`config.mk`:
```
export PLATFORM = sky130hd
export DESIGN_NAME = fetch_unit_flat
export DESIGN_NICKNAME = d
export VERILOG_FILES = /design/src/rtl/fetch_unit_if.sv /design/src/rtl/fetch_unit.sv /design/src/flat_wrapper.sv
export SDC_FILE = /design/constraint.sdc
export NUM_CORES = 1
export LEC_CHECK = 0
export CAP_MARGIN = 20
export CORE_AREA = 4 4 167 153
export CTS_BUF_LIST = sky130_fd_sc_hd__clkbuf_8 sky130_fd_sc_hd__clkbuf_16
export CTS_CLUSTER_SIZE = 10
export DETAILED_ROUTE_END_ITERATION = 10
export DIE_AREA = 0 0 171 157
export DONT_BUFFER_PORTS = 1
export GPL_ROUTABILITY_DRIVEN = 0
export PLACE_DENSITY = 0.82
export SYNTH_ARGS = -nofsm -noshare
export SYNTH_HDL_FRONTEND = slang
export SYNTH_SLANG_ARGS = --single-unit
```
`constraint.sdc`:
```
create_clock -name clk -period 5.1 [get_ports clk]
set_input_delay 1.02 -clock clk [delete_from_list [all_inputs] [get_ports clk]]
set_output_delay 1.02 -clock clk [all_outputs]
set_load 0.005 [all_outputs]
```
`src/rtl/fetch_unit_if.sv`:
```
// Instruction-memory request/acknowledge bus between the fetch stage and instruction memory.
//   imem_req   : request valid, held until imem_ack
//   imem_addr  : word address, stable while imem_req is high
//   imem_ack   : imem_rdata valid this cycle, completes the request
//   imem_rdata : fetched instruction word
// master = fetch side, slave = memory side.
interface fetch_unit_if;
  logic        imem_req;
  logic [31:0] imem_addr;
  logic        imem_ack;
  logic [31:0] imem_rdata;

  modport master (
    output imem_req,
    output imem_addr,
    input  imem_ack,
    input  imem_rdata
  );

  modport slave (
    input  imem_req,
    input  imem_addr,
    output imem_ack,
    output imem_rdata
  );
endinterface

```
`src/rtl/fetch_unit.sv`:
```
// Instruction fetch stage. Owns the PC, keeps a single request outstanding to instruction
// memory, buffers returned words in a 2-entry queue and presents the head instruction plus its
// decoded fields downstream. Jumps/branches resolved on the head redirect the PC and flush the
// wrong-path words.
// Ports:
//   clk, reset_n           : clock, asynchronous active-low reset
//   imem                   : instruction-memory req/ack bus (master side)
//   stall                  : downstream cannot take the head this cycle
//   pc_src_jal/pc_src_jr   : head is j/jal, head is jr
//   branch_taken           : head is a taken beq
//   rs_data                : jr target
//   instr_valid/instr/...  : head entry, its pc, pc+4 and its field slices
module fetch_unit #(
  parameter logic [31:0] RESET_PC = 32'h0000_0000,
  parameter int unsigned QDEPTH   = 2
) (
  input  logic                clk,
  input  logic                reset_n,
  fetch_unit_if.master        imem,
  input  logic                stall,
  input  logic                pc_src_jal,
  input  logic                pc_src_jr,
  input  logic                branch_taken,
  input  logic [31:0]         rs_data,
  output logic                instr_valid,
  output logic [31:0]         instr,
  output logic [31:0]         instr_pc,
  output logic [31:0]         pc_plus4,
  output logic [5:0]          opcode,
  output logic [4:0]          rs,
  output logic [4:0]          rt,
  output logic [4:0]          rd,
  output logic [4:0]          shamt,
  output logic [5:0]          funct,
  output logic [15:0]         imm,
  output logic [25:0]         jaddr
);

  if (QDEPTH != 2) begin : gen_qdepth_check
    $error("fetch_unit: QDEPTH must be 2");
  end

  typedef enum logic [1:0] {StWait, StReq, StDrop} state_e;

  state_e            state_q, state_d;
  logic [31:0]       fetch_pc_q, fetch_pc_d;
  logic [31:0]       drop_addr_q, drop_addr_d;  // address of the abandoned wrong-path request
  logic [1:0]        count_q, count_d;
  logic [1:0][31:0]  ent_instr_q, ent_instr_d;
  logic [1:0][31:0]  ent_pc_q, ent_pc_d;

  logic        pop, redirect, push;
  logic [1:0]  count_pop;
  logic [31:0] target;
  logic [31:0] br_off;

  assign pop       = instr_valid & ~stall;
  assign redirect  = pop & (pc_src_jr | pc_src_jal | branch_taken);
  assign count_pop = count_q - {1'b0, pop};
  assign br_off    = {{14{imm[15]}}, imm, 2'b00};

  always_comb begin
    if (pc_src_jr) begin
      target = rs_data;
    end else if (pc_src_jal) begin
      target = {pc_plus4[31:28], jaddr, 2'b00};
    end else begin
      target = pc_plus4 + br_off;
    end
  end

  // State register
  always_ff @(posedge clk or negedge reset_n) begin
    if (!reset_n) begin
      state_q <= StWait;
    end else begin
      state_q <= state_d;
    end
  end

  always_ff @(posedge clk or negedge reset_n) begin
    if (!reset_n) begin
      fetch_pc_q  <= RESET_PC;
      drop_addr_q <= '0;
      count_q     <= '0;
      ent_instr_q <= '0;
      ent_pc_q    <= '0;
    end else begin
      fetch_pc_q  <= fetch_pc_d;
      drop_addr_q <= drop_addr_d;
      count_q     <= count_d;
      ent_instr_q <= ent_instr_d;
      ent_pc_q    <= ent_pc_d;
    end
  end

  // Next-state and fetch PC
  always_comb begin
    state_d     = state_q;
    fetch_pc_d  = fetch_pc_q;
    drop_addr_d = drop_addr_q;
    push        = 1'b0;
    unique case (state_q)
      StWait: begin
        if (redirect) begin
          state_d    = StReq;
          fetch_pc_d = target;
        end else if (count_pop <= 2'd1) begin
          state_d = StReq;
        end
      end
      StReq: begin
        if (redirect) begin
          fetch_pc_d = target;
          // Unacked request must still complete; its data is dropped in StDrop.
          if (!imem.imem_ack) begin
            state_d     = StDrop;
            drop_addr_d = fetch_pc_q;
          end
        end else if (imem.imem_ack) begin
          push       = 1'b1;
          fetch_pc_d = fetch_pc_q + 32'd4;
          if (count_pop == 2'd1) begin
            state_d = StWait;
          end
        end
      end
      StDrop: begin
        if (imem.imem_ack) begin
          state_d = StReq;
        end
      end
      default: state_d = StWait;
    endcase
  end

  // Queue update: pop shifts entry 1 to head, push lands after any same-cycle pop.
  always_comb begin
    count_d     = count_q;
    ent_instr_d = ent_instr_q;
    ent_pc_d    = ent_pc_q;
    if (redirect) begin
      count_d     = '0;
      ent_instr_d = '0;
      ent_pc_d    = '0;
    end else begin
      if (pop) begin
        ent_instr_d[0] = ent_instr_q[1];
        ent_pc_d[0]    = ent_pc_q[1];
        ent_instr_d[1] = '0;
        ent_pc_d[1]    = '0;
      end
      count_d = count_pop;
      if (push) begin
        if (count_pop == 2'd0) begin
          ent_instr_d[0] = imem.imem_rdata;
          ent_pc_d[0]    = fetch_pc_q;
        end else begin
          ent_instr_d[1] = imem.imem_rdata;
          ent_pc_d[1]    = fetch_pc_q;
        end
        count_d = count_pop + 2'd1;
      end
    end
  end

  // Outputs
  always_comb begin
    imem.imem_req  = (state_q == StReq) || (state_q == StDrop);
    imem.imem_addr = (state_q == StDrop) ? drop_addr_q : fetch_pc_q;
    instr_valid    = (count_q != 2'd0);
    instr          = instr_valid ? ent_instr_q[0] : '0;
    instr_pc       = instr_valid ? ent_pc_q[0] : '0;
    pc_plus4       = instr_pc + 32'd4;
  end

  assign opcode = instr[31:26];
  assign rs     = instr[25:21];
  assign rt     = instr[20:16];
  assign rd     = instr[15:11];
  assign shamt  = instr[10:6];
  assign funct  = instr[5:0];
  assign imm    = instr[15:0];
  assign jaddr  = instr[25:0];

  ack_when_full_a: assert property (@(posedge clk) disable iff (!reset_n)
      !(imem.imem_req && imem.imem_ack && count_q == 2'd2));

endmodule

```
`src/flat_wrapper.sv`:
```
// flat-port wrapper written by rule: the top's interface ports become plain ports
module fetch_unit_flat 
#(
  parameter logic [31:0] RESET_PC = 32'h0000_0000,
  parameter int unsigned QDEPTH   = 2
)
  (clk, reset_n, stall, pc_src_jal, pc_src_jr, branch_taken, rs_data, instr_valid, instr, instr_pc, pc_plus4, opcode, rs, rt, rd, shamt, funct, imm, jaddr, imem_imem_req, imem_imem_addr, imem_imem_ack, imem_imem_rdata);
  fetch_unit_if imem_i ();
  input  logic clk;
  input  logic reset_n;
  input  logic stall;
  input  logic pc_src_jal;
  input  logic pc_src_jr;
  input  logic branch_taken;
  input  logic [31:0] rs_data;
  output logic instr_valid;
  output logic [31:0] instr;
  output logic [31:0] instr_pc;
  output logic [31:0] pc_plus4;
  output logic [5:0] opcode;
  output logic [4:0] rs;
  output logic [4:0] rt;
  output logic [4:0] rd;
  output logic [4:0] shamt;
  output logic [5:0] funct;
  output logic [15:0] imm;
  output logic [25:0] jaddr;
  output wire logic [$bits(imem_i.imem_req)-1:0] imem_imem_req;
  output wire logic [$bits(imem_i.imem_addr)-1:0] imem_imem_addr;
  input wire logic [$bits(imem_i.imem_ack)-1:0] imem_imem_ack;
  input wire logic [$bits(imem_i.imem_rdata)-1:0] imem_imem_rdata;
  assign imem_imem_req = imem_i.imem_req;
  assign imem_imem_addr = imem_i.imem_addr;
  assign imem_i.imem_ack = imem_imem_ack;
  assign imem_i.imem_rdata = imem_imem_rdata;
  fetch_unit #(.RESET_PC(RESET_PC), .QDEPTH(QDEPTH)) u_core (.clk(clk), .reset_n(reset_n), .imem(imem_i), .stall(stall), .pc_src_jal(pc_src_jal), .pc_src_jr(pc_src_jr), .branch_taken(branch_taken), .rs_data(rs_data), .instr_valid(instr_valid), .instr(instr), .instr_pc(instr_pc), .pc_plus4(pc_plus4), .opcode(opcode), .rs(rs), .rt(rt), .rd(rd), .shamt(shamt), .funct(funct), .imm(imm), .jaddr(jaddr));
endmodule
```
==> results by stage <==
Yosys:
- Of all flip-flops after synthesis, the portion carrying an async set or reset was 100%.
- Summed over all instances, the cell type with the most area after synthesis is dfrtp_1.
- The synthesized flop and latch total is 196.
- The post-synthesis instance total is 1611.
- The synthesized design devotes to its leading area cell type 36.8% of total area.
- The number of enable-type register cells in the synthesized netlist is 0.
- Each instance of the synthesized netlist takes up on average 8.27 µm².
- Yosys mapped the design onto 75 distinct sky130hd cell types.
- Yosys attributes the largest share of cell area to dfrtp_1 37%, nand2_1 9.3%, mux2_2 5.3%, buf_4 4.5%, a311oi_1 4.3%.
- The net count after synthesis is 1723.
- For this run, the register share of the synthesized area comes to 36.8%.
- Summing every instance area after synthesis gives 0.0133 mm².
- The total number of yosys warnings is 0.
- The most used flip-flop cell after synthesis is dfrtp_1.

Worst setup path:
- At the worst endpoint, the arrival time is 5.23 ns.
- The slack of the worst reg-to-reg path is 0.19 ns.
- The buffering stage count on the worst path with inverters included is 2.
- The endpoint required time on the critical path is 5.42 ns.
- The slowest stage of the critical path is the a211oi_1 cell.
- The cell type group with the largest total delay on the critical path is compound AO/OA/AOI/OAI gates.
- Traced cell by cell, the critical path runs through nor2_1 > inv_2 > and2_1 > ha_1 > o2111ai_1 > nand4bb_1 > buf_4 > or3_1 > nor4_1 > xor2_1 > ha_1 > a21oi_1 > a21oi_1 > o21ai_0 > and2_1 > o41ai_1 > a211oi_1 > xor2_1 > o41ai_1.
- The largest fanout on the critical path is 8.
- The highest cell delay on the worst timing path is 0.42 ns.
- The worst register-to-register path begins at u_core.count_q[1].
- The launching element of the worst setup path is u_core.count_q[1].
- The critical setup path kind is reg -> reg.
- The type of element capturing the critical path is a register.
- The startpoint type of the worst setup path is a register.

Power:
- The internal power is 4.32 mW.
- Summed over all nets, the switching power comes to 3.93 mW.
- IR analysis of the VDD net gives a maximum drop of 0.459 mV.
- Of the total power, combinational logic draws 47.7%.
- The power per standard cell area is 608 mW/mm².
- The share of total power in sequential cells is 35.5%.
- The completed layout was analyzed and its total power is 8.25 mW.
- Per report_power, the clock group accounts for 16.8% of the total.
- Of the total power, the share spent switching nets is 47.7%.
- Summed over all cells, the static leakage comes to 5.76 nW.

GRT:
- The largest net degree at the start of global routing is 197.
- The overall overflow remaining after global route is 0.
- The combined global-route utilization of all metal layers is 30.6%.
- The number of global-route vias before repair is 11.2k.
- The wire length of the first global-routing pass is 64900 µm.
- The number of antenna violations at the first check in global routing is 2.

STA:
- Headroom to the max-slew limit came out at 36.8%.
- The setup violation total in the final timing report is 0.
- The largest clock skew in the final design is 0.0134 ns.
- Setup repair after global routing left no endpoint under its margin.
- The total negative setup slack is 0 ns.
- The transition time at the pin with the least slew margin is 0.948 ns.
- For this run, the top clock speed supported by timing is 204 MHz.
- Setup slack on the critical path of the routed design comes to 0.193 ns.
- The number of max-slew violations in the final report is 0.
- The number of hold-slack violations in the final timing report is 0.
- In the finished design, the share of the clock period the worst path needs comes to 96.2%.
- The post-route worst hold slack is 0.282 ns.
- The minimum clock period is 4.91 ns.

Floorplan:
- The y dimension of the die is 157 µm.
- The die width is 171 µm.
- 275 I/O pins were placed.
- The floorplan row count is 54.
- The core region is 0.0239 mm².
- The die covers 0.0268 mm².
- The initial core utilization is 55.7%.

Detailed routing:
- The number of iterations in the first detailed-routing pass is 8.
- After detailed routing, the average wire length per cell comes to 23.3 µm.
- The average via count per standard cell is 6.68.
- After detailed routing, the total wire length is 41900 µm.
- In the routed design, unresolved DRC markers number 0.
- The count of routing violations after the opening detailed-route iteration is 1566.
- For this block, the via count after detailed routing is 12.0k.
- The count of nets left with antenna violations after detail routing is 0.

Cells and area:
- The top cell types in the final layout, fill and taps aside, are 330 x nand2_1, 196 x dfrtp_1, 137 x nor2_1.
- The leading cell type in the layout, fill and taps excluded is nand2_1.
- The fraction of the core area covered by cells at the end of the flow is 56.8%.
- The synthesis-to-finish area growth is 1.88%.
- The summed area of non-filler cells in the final layout is 0.0136 mm².
- After the last flow step, the layout net total stands at 1590.
- The post-route netlist has 10.7% of its cells at a drive strength greater than 1.
- The final instance count without filler cells is 1801.

Clock tree:
- The CTS H-tree depth is 4.
- The clock tree from TritonCTS is yes.
- The number of sinks driven by the clock tree is 196.
- The clock insertion delay at the later pin of the skew report is 0.45 ns.
- The maximum buffer depth of the clock tree is 2.
- The clock tree root driver cell is clkbuf_16.
- The TritonCTS buffer count is 17.
- The number of setup buffers added after CTS is 0.
- The clock slew seen by the registers of the worst setup and hold paths is 0.08 ns.
- The count of hold buffers inserted by post-cts repair is 0.
- The number of gates resized after CTS was 0.

Worst hold path:
- The worst min-delay path category is in -> async.

Placement:
- The post-placement cell count is 1766.
- The post-place instance area is 0.0130 mm².
- During placement, the flow inserted port buffers numbering 0.
- Summed over all nets, the half-perimeter wirelength after detailed placement is 29400 µm.
- The worst slack at placement is 0.368 ns.

Status:
- The flow ran to the end, and the final reports show no timing, DRC or antenna violations.

Flow run:
- The number of maximum-capacitance violations is 0.
worst paths after layout:
check,to,cells after the start
max,u_core.fetch_pc_q[31],19
min,u_core.ent_instr_q[10],0
max in group asynchronous,u_core.drop_addr_q[19],0
max reg2reg,u_core.fetch_pc_q[31],19
min in group clk,u_core.drop_addr_q[11],1
min reg2reg,u_core.drop_addr_q[11],1
Yosys cell counts, types with 27 or more instances:
library cell / number
clkbuf_1: 86
a311oi_1: 65
ha_1: 40
and2_1: 63
dfrtp_1: 196
nand2_1: 330
inv_1: 28
a21oi_1: 74
nor2_1: 139
o21ai_0: 111
xor2_1: 27
buf_4: 80
nand3_1: 28
mux2_2: 63
layer usage:
| layer | vias to the layer above | track usage, % | part of all wire, % |
|---|---|---|---|
| met4 | 4 | 10.3 | 3.5 |
| met5 | - | 0 | 0.060 |
| met1 | 5734 | 39.3 | 38 |
| met2 | 840 | 48.6 | 45 |
| li1 | 5306 | - | - |
| met3 | 147 | 10.6 | 13 |
sequential cells by signal, summed over array words and instances, names as in the netlist:
signal              flops
u_core.state_q          2
u_core.ent_pc_q        64
u_core.drop_addr_q     32
u_core.fetch_pc_q      32
u_core.count_q          2
u_core.ent_instr_q     64
cell type report:
cell class / count / area [µm²]
Antenna cell: 2 / 5.00
Fill cell: 2117 / 10300
Multi-Input combinational cell: 1190 / 7210
Inverter: 29 / 109
Clock buffer: 19 / 453
Timing Repair Buffer: 44 / 355
Clock inverter: 13 / 151
Tap cell: 308 / 385
Sequential cell: 196 / 4900
kinds of logic after synthesis:
family	Yosys count	share of synthesized area [%]
xor gates and xnor gates	48	3.15
adders and majority gates	41	3.91
buffers and inverters	225	9.37
and+or+nand+nor	649	21.6
muxes	72	6.00
AOI/OAI and AO/OA	380	19.2
DFF	196	36.8
power by group through the flow:
stage	registers [mW]	clock network, mW	logic, mW
global placement	2.89	0	3.76
CTS	2.90	1.40	3.88
finish	2.93	1.38	3.94
detailed placement	2.92	0	3.86
global route	3.00	1.47	4.31
floorplan	2.55	0	3.22
Note: power is estimated with default switching activity, not from simulation.
